**config.mk**
```make
export PLATFORM = sky130hd
export DESIGN_NAME = shift_cmd_pipe
export DESIGN_NICKNAME = d
export VERILOG_FILES = /design/src/rtl/shift_cmd_pipe.sv
export SDC_FILE = /design/constraint.sdc
export NUM_CORES = 1
export LEC_CHECK = 0
export CAP_MARGIN = 20
export CORE_MARGIN = 1.5
export CORE_UTILIZATION = 51
export CTS_CLUSTER_DIAMETER = 80
export CTS_CLUSTER_SIZE = 25
export DETAILED_ROUTE_END_ITERATION = 10
export PLACE_DENSITY = 0.9
export RECOVER_POWER = 25
export SLEW_MARGIN = 20
export SYNTH_ARGS = -nofsm -noshare
export SYNTH_HDL_FRONTEND = slang
export SYNTH_SLANG_ARGS = --single-unit
```
**constraint.sdc**
```tcl
create_clock -name i_clk -period 2.6 [get_ports i_clk]
set_clock_uncertainty 0.2 [all_clocks]
set_input_delay 0.39 -clock i_clk [delete_from_list [all_inputs] [get_ports i_clk]]
set_output_delay 0.39 -clock i_clk [all_outputs]
set_load 0.03 [all_outputs]
```
**src/rtl/shift_cmd_pipe.sv**
```systemverilog
// Command FIFO plus registered result stage around an external barrel shifter.
// Optional SHIFT_CMD_PIPE_DROP_EN: drop illegal commands instead of flagging them.
module shift_cmd_pipe #(
  parameter int WIDTH = 8,
  parameter int DEPTH = 4
) (
  input  logic                       i_clk,
  input  logic                       i_rst_n,
  input  logic                       i_cmd_valid,
  output logic                       o_cmd_ready,
  input  logic [WIDTH-1:0]           i_cmd_data,
  input  logic [2:0]                 i_cmd_ctrl,
  input  logic [$clog2(WIDTH):0]     i_cmd_amount,
  output logic [WIDTH-1:0]           o_sh_data,
  output logic [2:0]                 o_sh_ctrl,
  output logic [$clog2(WIDTH):0]     o_sh_amount,
  input  logic [WIDTH-1:0]           i_sh_result,
  output logic                       o_res_valid,
  input  logic                       i_res_ready,
  output logic [WIDTH-1:0]           o_res_data,
  output logic                       o_res_err,
  output logic [$clog2(DEPTH):0]     o_count,
  output logic [7:0]                 o_drop_cnt
);

  localparam int AW = $clog2(DEPTH);
  localparam int CW = AW + 1;
  localparam int SW = $clog2(WIDTH) + 1;

  typedef struct packed {
    logic [WIDTH-1:0] data;
    logic [2:0]       ctrl;
    logic [SW-1:0]    amt;
  } cmd_t;

  typedef enum logic {
    S_EMPTY = 1'b0,
    S_FULL  = 1'b1
  } res_st_t;

  cmd_t          r_mem [DEPTH];
  logic [AW-1:0] r_wr_ptr;
  logic [AW-1:0] r_rd_ptr;
  logic [CW-1:0] r_count;
  res_st_t       r_state;
  logic [WIDTH-1:0] r_res_data;
  logic          r_res_err;

  cmd_t          w_in;
  cmd_t          w_head;
  logic          w_nonempty;
  logic          w_push;
  logic          w_pop;
  logic          w_capture;
  logic          w_drop;
  logic          w_illegal;
  logic          w_err_nxt;
  logic          w_slot_free;

  assign w_in.data = i_cmd_data;
  assign w_in.ctrl = i_cmd_ctrl;
  assign w_in.amt  = i_cmd_amount;

  assign w_nonempty  = (r_count != '0);
  assign o_cmd_ready = (r_count < CW'(DEPTH));
  assign w_push      = i_cmd_valid && o_cmd_ready;

  // Head is forced to zero when empty so the shifter sees a quiet input.
  assign w_head    = w_nonempty ? r_mem[r_rd_ptr] : '0;
  assign w_illegal = w_head.ctrl[2] & w_head.ctrl[0];

  assign o_sh_data   = w_head.data;
  assign o_sh_ctrl   = w_head.ctrl;
  assign o_sh_amount = w_head.amt;

  assign o_res_valid = (r_state == S_FULL);
  assign w_slot_free = !o_res_valid || i_res_ready;

`ifdef SHIFT_CMD_PIPE_DROP_EN
  // Illegal heads leave regardless of the result stall.
  assign w_drop    = w_nonempty && w_illegal;
  assign w_capture = w_nonempty && !w_illegal && w_slot_free;
  assign w_err_nxt = 1'b0;
`else
  assign w_drop    = 1'b0;
  assign w_capture = w_nonempty && w_slot_free;
  assign w_err_nxt = w_illegal;
`endif

  assign w_pop = w_capture || w_drop;

  always_ff @(posedge i_clk) begin
    if (w_push) begin
      r_mem[r_wr_ptr] <= w_in;
    end
  end

  always_ff @(posedge i_clk or negedge i_rst_n) begin
    if (!i_rst_n) begin
      r_wr_ptr <= '0;
      r_rd_ptr <= '0;
    end else begin
      if (w_push) begin
        r_wr_ptr <= r_wr_ptr + AW'(1);
      end
      if (w_pop) begin
        r_rd_ptr <= r_rd_ptr + AW'(1);
      end
    end
  end

  always_ff @(posedge i_clk or negedge i_rst_n) begin
    if (!i_rst_n) begin
      r_count <= '0;
    end else begin
      unique case ({w_push, w_pop})
        2'b10:   r_count <= r_count + CW'(1);
        2'b01:   r_count <= r_count - CW'(1);
        default: r_count <= r_count;
      endcase
    end
  end

  always_ff @(posedge i_clk or negedge i_rst_n) begin
    if (!i_rst_n) begin
      r_state    <= S_EMPTY;
      r_res_data <= '0;
      r_res_err  <= 1'b0;
    end else begin
      unique case (r_state)
        S_EMPTY: begin
          if (w_capture) begin
            r_state    <= S_FULL;
            r_res_data <= w_illegal ? w_head.data : i_sh_result;
            r_res_err  <= w_err_nxt;
          end
        end
        S_FULL: begin
          if (w_capture) begin
            r_res_data <= w_illegal ? w_head.data : i_sh_result;
            r_res_err  <= w_err_nxt;
          end else if (i_res_ready) begin
            r_state <= S_EMPTY;
          end
        end
        default: r_state <= S_EMPTY;
      endcase
    end
  end

  assign o_res_data = r_res_data;
  assign o_res_err  = r_res_err;
  assign o_count    = r_count;

`ifdef SHIFT_CMD_PIPE_DROP_EN
  logic [7:0] r_drop_cnt;

  always_ff @(posedge i_clk or negedge i_rst_n) begin
    if (!i_rst_n) begin
      r_drop_cnt <= '0;
    end else if (w_drop && (r_drop_cnt != 8'hFF)) begin
      r_drop_cnt <= r_drop_cnt + 8'd1;
    end
  end

  assign o_drop_cnt = r_drop_cnt;
`else
  assign o_drop_cnt = 8'd0;
`endif

endmodule

```
# ---- Word level (Yosys, flattened, before mapping)
# Memory sizes are Yosys's and may differ from the RTL's.
# Index checks and enable logic that the tools add are counted.
dict set report word_totals {
  elab_cells 33
  ram_bits 60
  output_inout_bits 37
  ff_bits 17
  latchBits 0
  mem_count 1
  inputBits 27
  rom_bits 0
}
dict set report classes {
  addsub 4
  div 0
  n_mul 0
  magnitude_cmp 1
  shifts 0
  n_mux 11
  reduce_logical 6
  bitwise_logic 2
  n_eq_ne 2
}
# memory depth word_bits rd rd_clocked_by_memory_dff wr line
set memory_table {}
lappend memory_table {r_mem 4 15 1 0 1 41} ;# cmd_t r_mem [DEPTH];
# operator n
set op_table {}
lappend op_table {{$mux W8} 2}
lappend op_table {{$mux W15} 1}
lappend op_table {{$mux W1} 6}
lappend op_table {{$pmux W3 S2} 1}
lappend op_table {{$add A2 B1 Y2 const B} 2}
lappend op_table {{$add A3 B1 Y3 const B} 1}
lappend op_table {{$lt A3 B3 Y1 const B} 1}
lappend op_table {{$reduce_bool A3 Y1} 1}
lappend op_table {{$sub A3 B1 Y3 const B} 1}
lappend op_table {{$eq A2 B1 Y1 const B} 1}
lappend op_table {{$eq A2 B2 Y1 const B} 1}
lappend op_table {{$logic_and A1 B1 Y1} 2}
lappend op_table {{$pmux W1 S2} 1}
lappend op_table {{$reduce_bool A2 Y1} 1}
lappend op_table {{$and A1 B1 Y1} 1}
lappend op_table {{$logic_not A1 Y1} 1}
lappend op_table {{$logic_or A1 B1 Y1} 1}
lappend op_table {{$not A1 Y1} 1}

# ---- Longest topological paths before layout
# Gate-level depths: netlist of the first run.
dict set report logic_depth {
  depth_word 5
  depth_mapped 9
  ltp_nobuf 9
}

# ---- Worst setup path before layout of the first run
# Ideal clock, no wire load.
dict set report synth_timing {
  kind {reg2reg}
  startpoint {register r_count[0] (netlist: o_count[0])}
  endpoint {register r_count[2] (netlist: o_count[2])}
  arrival_time_ns 2.001
  n_path_buf 0
  slack_ns 0.267
  required_ns 2.268
  path_stages_with_launch 10
  setup_time_ns 0.132
  period_less_slack_ns 2.333
  cell_sequence {dfrtp_1 -> nor3_4 -> nand2b_1 -> inv_1 -> ha_1 -> inv_1 -> fa_1 -> xor2_1 -> nor2_1 -> xnor2_1}
}
dict set report synth_via {
  elab_chain_cells 4
  word_cells_on_any_way 10
  classes_between {2 x add/sub; 1 x order compare; 2 x eq/ne; 1 x mux; 4 x reduce/logical}
}
# item line
set synth_rtl {}
lappend synth_rtl {{start, declared} 44} ;# logic [CW-1:0] r_count;
lappend synth_rtl {{start signal, assigned} 117} ;# 2'b10: r_count <= r_count + CW'(1);
lappend synth_rtl {{start signal, assigned} 118} ;# 2'b01: r_count <= r_count - CW'(1);
lappend synth_rtl {{start signal, assigned} 119} ;# default: r_count <= r_count;
lappend synth_rtl {{$reduce_bool A3 Y1 (*)} 64} ;# assign w_nonempty = (r_count != '0);
lappend synth_rtl {{$logic_and A1 B1 Y1 (*)} 86} ;# assign w_capture = w_nonempty && w_slot_free;
lappend synth_rtl {{named net w_capture} 54} ;# logic w_capture;
lappend synth_rtl {{$eq A2 B1 Y1 or $eq A2 B2 Y1 (tied branches)} 116} ;# unique case ({w_push, w_pop})
lappend synth_rtl {{$pmux W3 S2 or $reduce_bool A2 Y1 (tied branches)} --}
# Mark *: on every way through the listed nets, which the timed path passes. The rest lies on a longest branch.
# A chain may end at the register's enable or synchronous reset.

# ---- Final worst setup path of the first run
dict set report layout_timing {
  startpoint {register r_rd_ptr[0]}
  endpoint {output port o_sh_amount[0]}
}
dict set report layout_via {
  elab_chain_cells 2
}
# item line
set layout_rtl {}
lappend layout_rtl {{start, declared} 43} ;# logic [AW-1:0] r_rd_ptr;
lappend layout_rtl {{start signal, assigned} 107} ;# r_rd_ptr <= r_rd_ptr + AW'(1);
lappend layout_rtl {{$mem_v2 Z4 W15} --}
lappend layout_rtl {{$mux W15} 69} ;# assign w_head = w_nonempty ? r_mem[r_rd_ptr] : '0;
lappend layout_rtl {{end, declared} 16} ;# output logic [$clog2(WIDTH):0] o_sh_amount,
# Every way passes these cells.

==> impl_metrics.ini, run 1 <==
[status]
status = finished clean

[placement]
port_buffers = 55
place_ws_ps = 70.19
place_inst = 322
gp_congestion = 0.7582
hpwl_um = 4076

[cells_and_area]
area_delta_synth_final_pct = 26.69
drive_above_1_share_pct = 20.15
fin_cells = 338
fillCellCount = 405
multi_input_comb_area_um2 = 918.4
n_antenna_cell = 0
nets = 291
regArea_mm2 = 0.002228

[power_and_ir_drop]
power.leakage_nw = 1.556
p_per_area_mw_per_mm2 = 1181
vdd_drop_max_mv = 0.7146

[timing]
max_clock_freq_mhz = 397.8
rsz0062_at_grt = false
max-slew-margin-rel_pct = 48.72
tightestPinTransition_ps = 766.8
hold_violations = 0
final-setup-viol-count = 0
period_needed_ps = 2514
finalMaxSlewViolations = 0
fin_ws_ps = 86.38
timing.final.crit_share_pct = 96.68

[floorplan]
die_w_um = 83.04
ioPinCount = 64
dieArea_mm2 = 0.006895
die_h_um = 83.04
coreArea_mm2 = 0.006061
rows = 28
start_util_pct = 53.90

[yosys]
syn-mean-instance-area_um2 = 17.29
seq_area_frac_synth_pct = 68.17
synth_area_leaders = edfxtp_1 (55%), dfrtp_1 (13%), mux4_2 (7.6%)
synthesis.area_mm2 = 0.003267
yosysWarnings = 0
synth_top_area_share_pct = 55.15
synth_cell_types = 25
synthCells = 189
yosysTopAreaCell = edfxtp_1
ys_ff_latch = 77

[critical_path]
r2r_start = o_count[0]$_DFFE_PN0P_
crit_start = r_rd_ptr[0]$_DFFE_PN0P_
timing.rr.end = o_count[2]$_DFFE_PN0P_
critPathArrivalTime_ps = 1920
crit_end = o_sh_amount[0]
start_kind = flop
r2r_slack_ps = 370
rr_worst_depth = 10
crit_fanout = 7
end_kind = output pin
worstSetupPathType = flop to output pin
cp.required_ps = 2010

[grt]
antenna_found_initial = 0
grt-ovfl-total = 0
first_global_vias = 1833
globalRouteTotalUtil_pct = 17.92
grt_start_max_net_pins = 18
grt_pass1_wl_um = 9273

[clock_tree]
root_buffer = clkbuf_8
cts_tree = yes
cts_setup_buffers = 0
cts.reportedPaths.clkPinSlew_ps = 80
cts_buffers = 9
clockBufferDepth = 2
clock-sinks = 77
cts_htree_levels = 3
insertion_delay_ps = 350

[routing]
drtAntennaViolNets = 0
drtPass1Iterations = 4
drt_iter0_drc = 67
drc = 0
vias = 1774
post_drt_wl_per_cell_um = 16.55
wirelength_um = 5594
viasPerCell = 5.249

[flow_run]
drv_cap = 0

[hold_path]
hold_class = primary input to async pin
state kept, by name, indices dropped and copies added, names as in the netlist:
signal       count
r_rd_ptr         2
o_count          3
r_wr_ptr         2
o_res_data       8
o_res_err        1
r_mem           60
o_res_valid      1
synth_stat cells (all sizes together):
cell / count
and2: 8
ha: 5
nor2b: 16
nand2b: 2
mux2i: 9
buf: 13
inv: 9
mux2: 1
nand2: 11
nor2: 1
conb: 1
o21ai: 9
xor2: 1
edfxtp: 60
clkbuf: 3
xnor2: 5
mux4: 16
dfrtp: 17
fa: 1
nor3: 1
per-stage QoR:
stage / area (µm²) / hold WS (ps) / setup TNS [ps] / util [%] / power, mW
finish: 4139 / 287.4 / 0 / 68.29 / 4.889
floorplan: 3293 / -105.6 / 0 / - / 3.297
global placement: 3984 / 267.8 / 0 / 65.73 / 4.163
detailed placement: 3984 / 274.2 / 0 / 65.73 / 4.220
global route: 4139 / 331.4 / 0 / 68.29 / 5.160
CTS: 4165 / 302.8 / -18.67 / 68.72 / 4.974
per-layer routing:
layer  track usage, %  up-vias  part of all wire (%)
li1                 -      818                     -
met1            23.44      891                    42
met2            28.31       56                    52
met3            5.467        9                   4.5
met4            7.121        0                   1.8
met5                0        -                     0
what timing repair did:
action / 4_1_cts / 5_1_grt
resized for setup: 16 / 14
endpoints found under the setup margin: 12 / 9
hold buffers: 0 / 0
cells by family (layout without fill, tap and decap cells):
family          after synthesis  after routing  synth area share (%)
other cells                   1              8                0.1148
flops                        77             77                 68.17
simple gates                 39             39                 6.856
mux                          26             26                 14.82
xor+xnor                      6              6                 1.609
buf+inv                      25             92                 4.519
compound gates                9              9                 1.379
fa+ha+maj                     6              6                 2.528
critical path, cell delays in order (launching register included):
cell,delay [ps]
dfrtp_2,430
buf_6,180
mux4_2,490
nor2b_1,140
clkdlybuf4s15_1,330
worst min path at each step:
stage | slack, ps | cells past startpoint | endpoint
floorplan | -110 | 0 | o_count[0]$_DFFE_PN0P_
global placement | 270 | 2 | o_res_data[4]$_DFFE_PN0P_
detailed placement | 270 | 2 | o_res_data[4]$_DFFE_PN0P_
CTS | 300 | 1 | r_rd_ptr[0]$_DFFE_PN0P_
global route | 330 | 1 | o_res_data[0]$_DFFE_PN0P_
finish | 290 | 1 | o_res_data[0]$_DFFE_PN0P_
power by group:
part	switching, mW	total [mW]	internal (mW)
registers	0.139	1.74	1.60
logic	1.29	2.31	1.02
clock network	0.467	0.836	0.369
area by class of cell:
type | instances | share of cell area, %
Clock buffer | 9 | 2.993
Tap cell | 75 | 2.267
Sequential cell | 77 | 53.84
Timing Repair Buffer | 67 | 16.26
Multi-Input combinational cell | 94 | 22.19
Inverter | 9 | 0.8767
Clock inverter | 7 | 1.572
layout by cell type (no fill, tap or decap), types with 3 or more instances in the layout:
master,count
o21ai_1,8
xnor2_1,5
clkbuf_8,9
dlygate4sd3_1,12
nor2b_1,16
and2_1,8
mux2i_1,9
buf_12,6
clkdlybuf4s50_1,28
ha_1,5
inv_1,8
mux4_2,11
buf_4,8
dfrtp_1,16
clkbuf_2,7
edfxtp_1,60
conb_1,8
mux4_1,5
nand2_1,11
dlygate4sd2_1,3
Power figures use the tool's default switching activity.
==> inputs of run 2 (changes only) <==
- CORE_MARGIN: 1.5 -> 2
==> run 2 against run 1 <==
Routed wire length rose by 0.88%. Largest cell class unchanged. Critical endpoint is now o_sh_data[7]. Die area rose by 2.4%. Power fell by 3.2%. Critical path type unchanged. Via count fell by 2.0%.
==> impl_metrics.ini, run 2 (synthesized netlist as in run 1, its figures left out) <==
[floorplan]
start_util_pct = 52.04
dieArea_mm2 = 0.007062
die_w_um = 84.04
ioPinCount = 64
die_h_um = 84.04
rows = 29
coreArea_mm2 = 0.006277

[clock_tree]
cts.reportedPaths.clkPinSlew_ps = 70
ctsHoldBuffers = 0
insertion_delay_ps = 320
cts_resized = 14
clock-sinks = 77
root_buffer = clkbuf_8
cts_tree = yes
clockBufferDepth = 2
cts_buffers = 9
cts_setup_buffers = 0
cts_htree_levels = 3

[grt]
antenna_found_initial = 0
grt_pass1_wl_um = 9128
first_global_vias = 1809
grt_start_max_net_pins = 18
globalRouteTotalUtil_pct = 17.11
grt-ovfl-total = 0

[timing]
period_needed_ps = 2531
max_clock_freq_mhz = 395.1
rsz0062_at_grt = true
final-setup-viol-count = 0
max-slew-margin-rel_pct = 47.81
tightestPinTransition_ps = 780.4
finalMaxSlewViolations = 0
holdWs_ps = 291.5
hold_violations = 0
timing.final.crit_share_pct = 97.35

[critical_path]
cp.required_ps = 2010
end_kind = output pin
r2r_slack_ps = 400
start_kind = flop
r2r_start = o_count[0]$_DFFE_PN0P_
crit_fanout = 6
worstSetupPathType = flop to output pin
rr_worst_depth = 10
timing.rr.end = o_count[2]$_DFFE_PN0P_
critPathArrivalTime_ps = 1940

[cells_and_area]
final_util_pct = 65.24
n_antenna_cell = 0
drive_above_1_share_pct = 17.56
fillCellCount = 434
area_delta_synth_final_pct = 25.35
final_cell_mix = edfxtp_1 (60), clkdlybuf4s50_1 (28), dfrtp_1 (17)
top_register = r_mem
mostFrequentLayoutCell = edfxtp_1
largest_register_ffs = 60
nets = 292

[power_and_ir_drop]
power_frac_seq_pct = 36.5
swShare_pct = 38.01
p_comb_share_pct = 48.4
internal_power_mw = 2.935
power.leakage_nw = 1.544
vdd_drop_max_mv = 0.6598
clkPwrFrac_pct = 15.1
power_switching_mw = 1.799
p_per_area_mw_per_mm2 = 1156

[routing]
drtAntennaViolNets = 0
drc = 0
wirelength_um = 5643
drtPass1Iterations = 4
viasPerCell = 5.130
vias = 1739
drt_iter0_drc = 87
post_drt_wl_per_cell_um = 16.65

[status]
status = finished clean

[placement]
port_buffers = 55
gp_congestion = 0.7672
hpwl_um = 4078

[hold_path]
hold_class = flop to flop
whs_endpoint = o_res_data[6]$_DFFE_PN0P_
hold_depth = 2
min_from = o_res_data[6]$_DFFE_PN0P_

[flow_run]
drv_cap = 0
## run 2: layout make-up
cell class	instances	area, µm²	area share [%]
Sequential cell	77	2227	54.38
Tap cell	77	96.34	2.353
Clock buffer	11	131.4	3.208
Multi-Input combinational cell	94	918.4	22.43
Clock inverter	3	15.01	0.3666
Inverter	9	36.28	0.8860
Timing Repair Buffer	68	670.6	16.38
## run 2: worst max path at each step
stage	cells past startpoint	from	slack, ps	endpoint
2_1_floorplan	9	o_count[0]$_DFFE_PN0P_	270	o_count[2]$_DFFE_PN0P_
3_3_place_gp	4	r_rd_ptr[0]$_DFFE_PN0P_	160	o_sh_data[5]
3_5_place_dp	4	r_rd_ptr[0]$_DFFE_PN0P_	130	o_sh_data[7]
4_1_cts	4	r_rd_ptr[0]$_DFFE_PN0P_	5	o_sh_data[5]
5_1_grt	4	r_rd_ptr[0]$_DFFE_PN0P_	-4	o_sh_data[5]
6_report	4	r_rd_ptr[0]$_DFFE_PN0P_	70	o_sh_data[7]
## run 2: power groups by stage
stage               logic, mW  clock network (mW)  registers (mW)
detailed placement       2.42                   0            1.76
global route             2.46               0.787            1.75
global placement         2.38                   0            1.74
finish                   2.29               0.714            1.73
CTS                      2.33               0.726            1.73
floorplan                1.38                   0            1.91
## run 2: layer usage
layer | vias up | routed length (µm) | global-route usage, %
li1 | 821 | - | -
met1 | 859 | 2337 | 22.09
met2 | 54 | 3030 | 28.72
met3 | 5 | 227 | 3.462
met4 | 0 | 48 | 6.452
met5 | - | 0 | 0
## run 2: metrics by stage
step,instance area (µm²),worst slack [ps],total power [mW],instances,TNS [ps]
2_1_floorplan,3293,267.1,3.297,196,0
3_3_place_gp,3969,161.6,4.115,325,0
3_5_place_dp,3969,132.5,4.179,325,0
4_1_cts,4103,5.215,4.786,339,0
5_1_grt,4095,-4.307,4.998,339,-11.37
6_report,4095,68.93,4.734,339,0
## run 2: worst max-delay path: stages, from the launching register on
cell and delay (ps):
dfrtp_1 380, buf_4 180, mux4_1 610, nor2b_1 160, clkdlybuf4s15_2 280
